**config.mk**
```make
export PLATFORM = sky130hd
export DESIGN_NAME = loop_counter_2d
export DESIGN_NICKNAME = d
export VERILOG_FILES = /design/src/rtl/loop_counter_2d.sv
export SDC_FILE = /design/constraint.sdc
export NUM_CORES = 1
export LEC_CHECK = 0
export ABC_CLOCK_PERIOD_IN_PS = 3750
export CORE_MARGIN = 2
export CORE_UTILIZATION = 34
export CTS_CLUSTER_SIZE = 8
export DETAILED_ROUTE_END_ITERATION = 8
export PLACE_DENSITY = 0.59
export SKIP_LAST_GASP = 1
export SLEW_MARGIN = 10
export SYNTH_ARGS = -nofsm -noshare
export SYNTH_HDL_FRONTEND = slang
export SYNTH_SLANG_ARGS = --single-unit
```
**constraint.sdc**
```tcl
create_clock -name clk -period 3.75 [get_ports clk]
set_input_delay 0.75 -clock clk [delete_from_list [all_inputs] [get_ports clk]]
set_output_delay 0.75 -clock clk [all_outputs]
set_load 0.005 [all_outputs]
```
**src/rtl/loop_counter_2d.sv**
```systemverilog
// Two-level inner/outer index generator with start/stop control. The bounds are
// captured when a sweep starts. A sweep either ends in a single DONE cycle or restarts by itself.
module loop_counter_2d #(
    parameter int CW_I       = 7,
    parameter int CW_O       = 7,
    parameter bit CONTINUOUS = 1'b0
) (
    input  logic            clk,
    input  logic            rst,
    input  logic            start,
    input  logic            stop,
    input  logic            en,
    input  logic [CW_I-1:0] inner_end,
    input  logic [CW_O-1:0] outer_end,
    output logic            busy,
    output logic [CW_I-1:0] inner_cnt,
    output logic [CW_O-1:0] outer_cnt,
    output logic            inner_fin,
    output logic            done
);

    typedef enum logic [1:0] {
        IDLE = 2'd0,
        RUN  = 2'd1,
        DONE = 2'd2
    } state_t;

    state_t          state_q, state_d;
    logic [CW_I-1:0] inner_nxt, inner_end_q, inner_end_d;
    logic [CW_O-1:0] outer_nxt, outer_end_q, outer_end_d;
    logic            done_nxt;
    logic            last_inner, last_sweep;

    // Compare against the bound before incrementing, so all-ones bounds never wrap.
    assign last_inner = (inner_cnt == inner_end_q);
    assign last_sweep = last_inner && (outer_cnt == outer_end_q);
    assign busy       = (state_q != IDLE);
    assign inner_fin  = (state_q == RUN) && en && last_inner;

    always_ff @(posedge clk) begin
        if (rst) begin
            state_q     <= IDLE;
            inner_cnt   <= '0;
            outer_cnt   <= '0;
            inner_end_q <= '0;
            outer_end_q <= '0;
            done        <= 1'b0;
        end else begin
            state_q     <= state_d;
            inner_cnt   <= inner_nxt;
            outer_cnt   <= outer_nxt;
            inner_end_q <= inner_end_d;
            outer_end_q <= outer_end_d;
            done        <= done_nxt;
        end
    end

    always_comb begin
        state_d     = state_q;
        inner_nxt   = inner_cnt;
        outer_nxt   = outer_cnt;
        inner_end_d = inner_end_q;
        outer_end_d = outer_end_q;
        done_nxt    = 1'b0;
        case (state_q)
            IDLE: begin
                inner_nxt = '0;
                outer_nxt = '0;
                if (start && !stop) begin
                    state_d     = RUN;
                    inner_end_d = inner_end;
                    outer_end_d = outer_end;
                end
            end
            RUN: begin
                // stop takes precedence over the final advance, so an aborted sweep never reports done
                if (stop) begin
                    state_d   = IDLE;
                    inner_nxt = '0;
                    outer_nxt = '0;
                end else if (en) begin
                    if (last_sweep) begin
                        inner_nxt = '0;
                        outer_nxt = '0;
                        done_nxt  = 1'b1;
                        state_d   = CONTINUOUS ? RUN : DONE;
                    end else if (last_inner) begin
                        inner_nxt = '0;
                        outer_nxt = outer_cnt + CW_O'(1);
                    end else begin
                        inner_nxt = inner_cnt + CW_I'(1);
                    end
                end
            end
            DONE: begin
                state_d   = IDLE;
                inner_nxt = '0;
                outer_nxt = '0;
            end
            default: begin
                state_d   = IDLE;
                inner_nxt = '0;
                outer_nxt = '0;
            end
        endcase
    end

endmodule

```
Word-level counts from Yosys, hierarchy flattened
Index checks and enable logic that the tools add are counted.

word-level totals
  output and inout port bits = 17
  bits of input ports = 19
  register bits = 31

operators by class
  $add $sub $neg = 2
  reduce and logical (&&, ||, !) cells = 13
  equal/unequal tests = 6
  mux-type cells = 10
  bitwise gates (word level) = 2

operators with widths
  operator             count
  $mux 7               4
  $add 7x1->7 const B  2
  $eq 7x7->1           2
  $mux 2               4
  $ne 3x3->1 const B   2
  $logic_and 1x1->1    4
  $pmux 2 s2           1
  $reduce_and 2->1     2
  $reduce_bool 2->1    2
  $reduce_or 4->1      1
  $reduce_and 3->1     1
  $reduce_or 3->1      1
  $eq 2x1->1 const B   1
  $logic_not 2->1      1
  $ne 2x2->1 const B   1
  $not 1->1            2
  $logic_not 1->1      1
  $mux 1               1

Logic depth before layout (Yosys ltp)
Gate-level depths: netlist (run 1).

  depth after elaboration = 6
  mapped depth = 6

Least setup slack after synthesis (run 1)
Ideal clock, no wire load.

  kind = input -> output
  start point = input port en
  end point = output port inner_fin
  slack = 1.560 ns
  stages on the path = 4
  arrival time = 1.440 ns
  cells stage by stage = clkbuf_1 -> nand4_1 -> buf_2 -> nor2_1

on the way
  word-level cells in the longest chain between the ends = 2

RTL lines
  item                             RTL line  RTL
  from (decl)                      12        input logic en,
  $logic_and 1x1->1 (2 in series)  38        assign inner_fin = (state_q == RUN) && en && last_inner;
  to (decl)                        18        output logic inner_fin,

No other way between the ends.

Final worst setup path (run 1)
Ends and elaborated chain as after synthesis.

==> metrics.md, run 1 <==
| Metric | Value |
|---|---|
| Status | `finished, final reports clean` |
| Most used cell, CP | `clkdlybuf4s50_1` |
| Pwr/cell area | `345 nW/um^2` |
| Synth unique cells | `32` |
| Share of cells above drive strength 1 | `8.08%` |
| PortBufs | `35` |
| Mapped cell area | `1440 um^2` |
| Worst EP arrival | `2.28 ns` |
| Num ports | `36` |
| Net Count, Synth | `185` |
| Inserted Clock Buffers | `5` |
| Post-CTS setup buffer count | `0` |
| Vias in the first global route | `1,170` |
| Ys async rst share | `0%` |
| Fin nets | `220` |
| Number of flops mapped to enable cells by yosys | `0` |
| Sequential share of the synthesized area | `43.2%` |
| Die ar. | `4760 um^2` |
| Antenna fix cells | `0` |
| Drt initial violations | `46` |
| Mapped Cells | `164` |
| CORE AREA | `4030 um^2` |
| Max Clock Skew | `0.00424 ns` |
| Slowest CP cell | `clkdlybuf4s50_1` |
| Clock period minus worst slack | `3.03 ns` |
| Cts hold-fix bufs | `0` |
| Total gr overflow | `0` |
| Largest net degree at the start of global routing | `18` |
| Synth warn | `0` |
| Total Power | `0.655 mW` |
| CP Class | `primary input to primary output` |
| Area occupied by multi-input gates | `776 um^2` |
| DRT Pass-1 Iters | `4` |
| Detailed placement HPWL | `2.32 mm` |
| #FFs+latches synth | `31` |
| Die height | `69.0 um` |
| Final wirelength | `3.21 mm` |
| Routed Antenna Nets | `0` |
| Top Usage Layer GRT | `met2` |
| Synth-to-Final Area Change | `32.2%` |
| Max-Cap Viols | `0` |
| Avg Synthesized Cell Area | `8.75 um^2` |
| Fill cell count | `410` |
| Period utilisation layout | `80.8%` |
| GRT met3 Usage | `4.38%` |
| Final setup fails | `0` |
| Max incr delay on CP | `0.61 ns` |
| Row cnt | `23` |
| Worst-skew pair later-pin latency | `0.28 ns` |
| Slew headroom | `46.5%` |
| CP Data Required Time | `3.00 ns` |
| Non-filler instance count after layout | `248` |
| Synth top area share | `43.2%` |
| Cell accounting for the most synthesized area | `dfxtp_1` |
| DRC | `0` |
| Pre-CTS WS | `0.712 ns` |
| Drt wl/cell | `12.9 um` |
| Reg area | `621 um^2` |
| GPL Wtd Cong | `0.764` |
| Root buf cell | `clkbuf_8` |
| Slew Viols, Final | `0` |
| Met1 Use GR | `20.2%` |
| H-Tree Depth | `2` |
| Worst hold path depth | `2` |
| Worst-margin pin slew | `0.799 ns` |
| Static leakage | `0.712 nW` |
| Post-route setup TNS | `0 ns` |
| R2r worst-path depth | `6` |
| Hold crit path type | `register to register` |
| RSZ-0062 raised after global routing | `no` |
| Final Hold Vio Count | `0` |
| Post-synth top cells | `nand2_1 (35), dfxtp_1 (31), a21oi_1 (14), xor2_1 (13), nor2_1 (11)` |
| Placed Cells incl. Taps | `242` |
| TritonCTS clock tree | `done` |
| Crit-path max FO | `13` |
| Max Fclk | `0.330 GHz` |
| Worst setup margin | `0.722 ns` |
| Longest Clk Path Bufs | `2` |
| Initial antenna violation count | `0` |
| Vias | `1,245` |
| VDD IR-drop max | `0.153 mV` |
| First-pass GRT wire length | `5.31 mm` |
| All-Layer GR Usage | `15.2%` |
| Top-count cell post-synth | `nand2_1` |
| Worst-path clk slew | `0.06 ns` |
| Vias/cell | `5.02` |
| Die width | `69.0 um` |
| Clk sinks | `31` |
| Ys flop type | `dfxtp_1` |
| Post-cts sizing count | `0` |
| M2 GR Usage | `22.6%` |
| Main area contributors after synthesis | `dfxtp_1 (43%), nand2_1 (9.2%), xor2_1 (7.9%), a21oi_1 (4.9%), xnor2_1 (4.3%)` |
| Initial Utilization | `35.6%` |
| CP cell instances | `clkdlybuf4s50_1 > nand4_1 > buf_4 > nor2_1 > clkdlybuf4s50_1` |
| Worst Setup Start Kind | `primary input` |
| Crit. End Element | `primary output` |
[per-stage QoR]
stage | hold WS [ns] | cell area [um^2] | util (%)
final | 0.471 | 1900 | 47.1
after global routing | 0.484 | 1900 | 47.1
after CTS | 0.472 | 1900 | 47.1
after detailed placement | 0.464 | 1820 | 45.3
after global placement | 0.455 | 1820 | 45.3
after floorplan | 0.448 | 1440 | -
[cells by family (layout without fill, tap and decap cells)]
kind of cell    Yosys count  in the layout  synth area share [%]
xor+xnor                 20             20                  12.2
fa+ha+maj                 2              2                  1.74
compound gates           28             28                  13.5
mux                       1              1                 0.697
simple gates             73             73                  25.9
buf+inv                   9             43                  2.70
flops                    31             31                  43.2
[worst paths after layout]
check            startpoint              to  slack (ns)
max reg2reg    outer_cnt[0]    outer_cnt[6]        2.05
max                      en       inner_fin        0.72
min          inner_end_q[2]  inner_end_q[2]        0.47
min reg2reg  inner_end_q[2]  inner_end_q[2]        0.47
[placed cells by master (no fill, tap or decap), drive strengths merged, types with 3 or more instances in the layout]
| cell type | netlist | final |
|---|---|---|
| a32oi | 5 | 5 |
| nand2 | 35 | 35 |
| or2 | 3 | 3 |
| o21ai | 3 | 3 |
| xor2 | 13 | 13 |
| nor3 | 3 | 3 |
| nor2 | 11 | 11 |
| a21oi | 14 | 14 |
| nand3 | 3 | 3 |
| dfxtp | 31 | 31 |
| clkdlybuf4s50 | 0 | 35 |
| o41ai | 4 | 4 |
| clkbuf | 5 | 6 |
| xnor2 | 7 | 7 |
| and3 | 5 | 5 |
| nand4 | 4 | 4 |
[state kept, by name (all words and copies together), names as in the netlist]
register	cells
state_q	2
done	1
outer_end_q	7
outer_cnt	7
inner_end_q	7
inner_cnt	7
[metal layers]
layer | part of all wire [%] | wire [um] | up-vias
li1 | - | - | 633
met1 | 47 | 1510 | 573
met2 | 45 | 1430 | 33
met3 | 6.3 | 203 | 6
met4 | 2.0 | 64 | 0
met5 | 0 | 0 | -
[power by group]
group | switching [mW] | total, mW | internal (mW)
clock network | 0.110 | 0.233 | 0.123
logic | 0.0403 | 0.0787 | 0.0385
registers | 0.00542 | 0.343 | 0.338
total | 0.155 | 0.655 | 0.500
[critical path, delay by kind of cell]
family,cells,cell delay (ns)
simple gates,2,0.21
buf+inv,3,1.31
[final cells by class]
class | instances | share of cell area, %
Sequential cell | 31 | 32.7
Clock buffer | 6 | 3.83
Multi-Input combinational cell | 124 | 40.9
Tap cell | 50 | 3.30
Timing Repair Buffer | 37 | 19.3
Note: power is estimated with default switching activity, not from simulation.
==> inputs of run 2 (changes only) <==
ABC_CLOCK_PERIOD_IN_PS = 3200   (was 3750)
clock period = 3.2 ns   (was 3.75 ns; I/O delays follow)
==> run 2 against run 1 <==
Net effect: worst setup slack got worse by 0.22 ns; largest cell class unchanged; critical path type unchanged; highest routed layer unchanged; non-clock buffer count up 1; global-route usage is 0.60 points lower.
==> metrics.md, run 2 (synthesis results as in run 1) <==
| Metric | Value |
|---|---|
| Status | `finished, final reports clean` |
| H-Tree Depth | `2 (unchanged)` |
| Post-CTS setup buffer count | `0 (unchanged)` |
| Vias/cell | `4.98 (-0.88%)` |
| Area occupied by multi-input gates | `776 um^2 (unchanged)` |
| Post-route core utilization | `48.4% (+1.3 points)` |
| DRT Pass-1 Iters | `4 (unchanged)` |
| DRC | `0 (unchanged)` |
| Largest net degree at the start of global routing | `18 (unchanged)` |
| Worst-margin pin slew | `0.829 ns (+0.0294 ns)` |
| R2R Path End | `outer_cnt[3]` |
| Synth-to-Final Area Change | `35.8%` |
| Vias | `1,249 (+0.32%)` |
| TritonCTS clock tree | `done` |
| Final setup fails | `0 (unchanged)` |
| First-pass GRT wire length | `5.00 mm (-6.0%)` |
| Post-cts sizing count | `0 (unchanged)` |
| PortBufs | `35 (unchanged)` |
| Reg area | `621 um^2 (unchanged)` |
| Row cnt | `23 (unchanged)` |
| Clk sinks | `31 (unchanged)` |
| Die ar. | `4760 um^2 (unchanged)` |
| R2r worst-path depth | `6 (unchanged)` |
| Most frequent cells in the layout | `nand2_1 (35), clkdlybuf4s50_1 (35), dfxtp_1 (31)` |
| Drt initial violations | `40 (-13%)` |
| Slew headroom | `44.5% (-2.0 points)` |
| Max Fclk | `0.371 GHz` |
| Vias in the first global route | `1,140 (-2.6%)` |
| Die width | `69.0 um (unchanged)` |
| GPL Wtd Cong | `0.767 (+0.38%)` |
| All-Layer GR Usage | `14.6% (-0.60 points)` |
| Drt wl/cell | `12.7 um (-1.5%)` |
| Post-route setup TNS | `0 ns (unchanged)` |
| Final wirelength | `3.20 mm (-0.31%)` |
| Worst-skew pair later-pin latency | `0.29 ns (about the same)` |
| Min-delay src | `inner_end_q[6]` |
| Final Hold Vio Count | `0 (unchanged)` |
| CP Class | `primary input to primary output` |
| Detailed placement HPWL | `2.35 mm (+1.3%)` |
| Crit. End Element | `primary output` |
| Max-Cap Viols | `0 (unchanged)` |
| Num ports | `36 (unchanged)` |
| Hold slack | `0.468 ns (-0.00284 ns)` |
| Worst EP arrival | `2.06 ns (-0.22 ns)` |
| CORE AREA | `4030 um^2 (unchanged)` |
| Worst hold path depth | `2 (unchanged)` |
| Crit-path max FO | `6 (-7)` |
| Static leakage | `0.741 nW (+4.1%)` |
| R2R setup slack | `1.38 ns (-0.67 ns)` |
| Longest Clk Path Bufs | `2 (unchanged)` |
| Clock period minus worst slack | `2.70 ns` |
| Initial Utilization | `35.6% (unchanged)` |
| VDD IR-drop max | `0.177 mV (+16%)` |
| Design area | `1950 um^2 (+2.8%)` |
| Antenna fix cells | `0 (unchanged)` |
| RSZ-0062 raised after global routing | `no` |
| Die height | `69.0 um (unchanged)` |
| Total gr overflow | `0 (unchanged)` |
| Fill cell count | `421 (+2.7%)` |
| Pwr/cell area | `457 nW/um^2 (+32%)` |
| Total Power | `0.890 mW (+36%)` |
| Root buf cell | `clkbuf_8` |
| Crit Reg-Reg Startpoint | `inner_cnt[1]` |
| Inserted Clock Buffers | `5 (unchanged)` |
| Hold crit path type | `register to register` |
| Slew Viols, Final | `0 (unchanged)` |
| Initial antenna violation count | `0 (unchanged)` |
| Cts hold-fix bufs | `0 (unchanged)` |
| Fin nets | `221 (+0.45%)` |
| Worst Setup Start Kind | `primary input` |
| Routed Antenna Nets | `0 (unchanged)` |
| Share of cells above drive strength 1 | `9.95% (+1.9 points)` |
| Period utilisation layout | `84.3%` |
| CP Data Required Time | `2.56 ns (-0.44 ns)` |
| Worst Hold End | `inner_end_q[6]` |
| Max Clock Skew | `0.0115 ns (+0.00723 ns)` |
| Area post-placement | `1830 um^2 (+0.41%)` |
| Worst-path clk slew | `0.06 ns (about the same)` |
run 2: cell types whose count changed in the layout (fill, tap and decap cells not counted):
cell       change
buf_4          +1
clkinv_2       +1
clkbuf_1       -1
clkbuf_8       +1
bufinv_16      +1
run 2: cell type report:
| class | count | area share [%] |
|---|---|---|
| multi-input combinational | 124 | 39.8 |
| sequential | 31 | 31.8 |
| timing repair buffer | 38 | 19.1 |
| clock buffer | 6 | 4.24 |
| tap | 50 | 3.21 |
| clock inverter | 2 | 1.80 |
run 2: routing by layer:
layer	part of all wire [%]	track usage [%]	up-vias
met5	0	0	-
met4	1.6	8.82	0
met3	5.3	4.06	4
met2	46	22.1	28
met1	47	18.4	579
li1	-	-	638
run 2: power by group:
group	internal, mW	switching, mW	total (mW)
Combinational	0.0459	0.0477	0.0935
Clock	0.252	0.143	0.395
Sequential	0.396	0.00625	0.402
run 2: worst max-delay path by stage:
stage,depth (start not counted),endpoint,startpoint,slack (ns)
2_1_floorplan,4,inner_fin,en,1.23
3_3_place_gp,4,inner_fin,en,0.49
3_5_place_dp,4,inner_fin,en,0.48
4_1_cts,4,inner_fin,en,0.48
5_1_grt,4,inner_fin,en,0.41
6_report,4,inner_fin,en,0.50
run 2: per-stage QoR:
step	std cells	worst slack [ns]
after detailed placement	243	0.485
after floorplan	164	1.23
after global placement	243	0.492
after CTS	251	0.479
after global routing	251	0.408
final	251	0.504
run 2: critical path, stage by stage:
cell and delay [ns]:
clkdlybuf4s50_1 0.59, nand4_1 0.18, nor2_1 0.14, clkdlybuf4s50_1 0.50
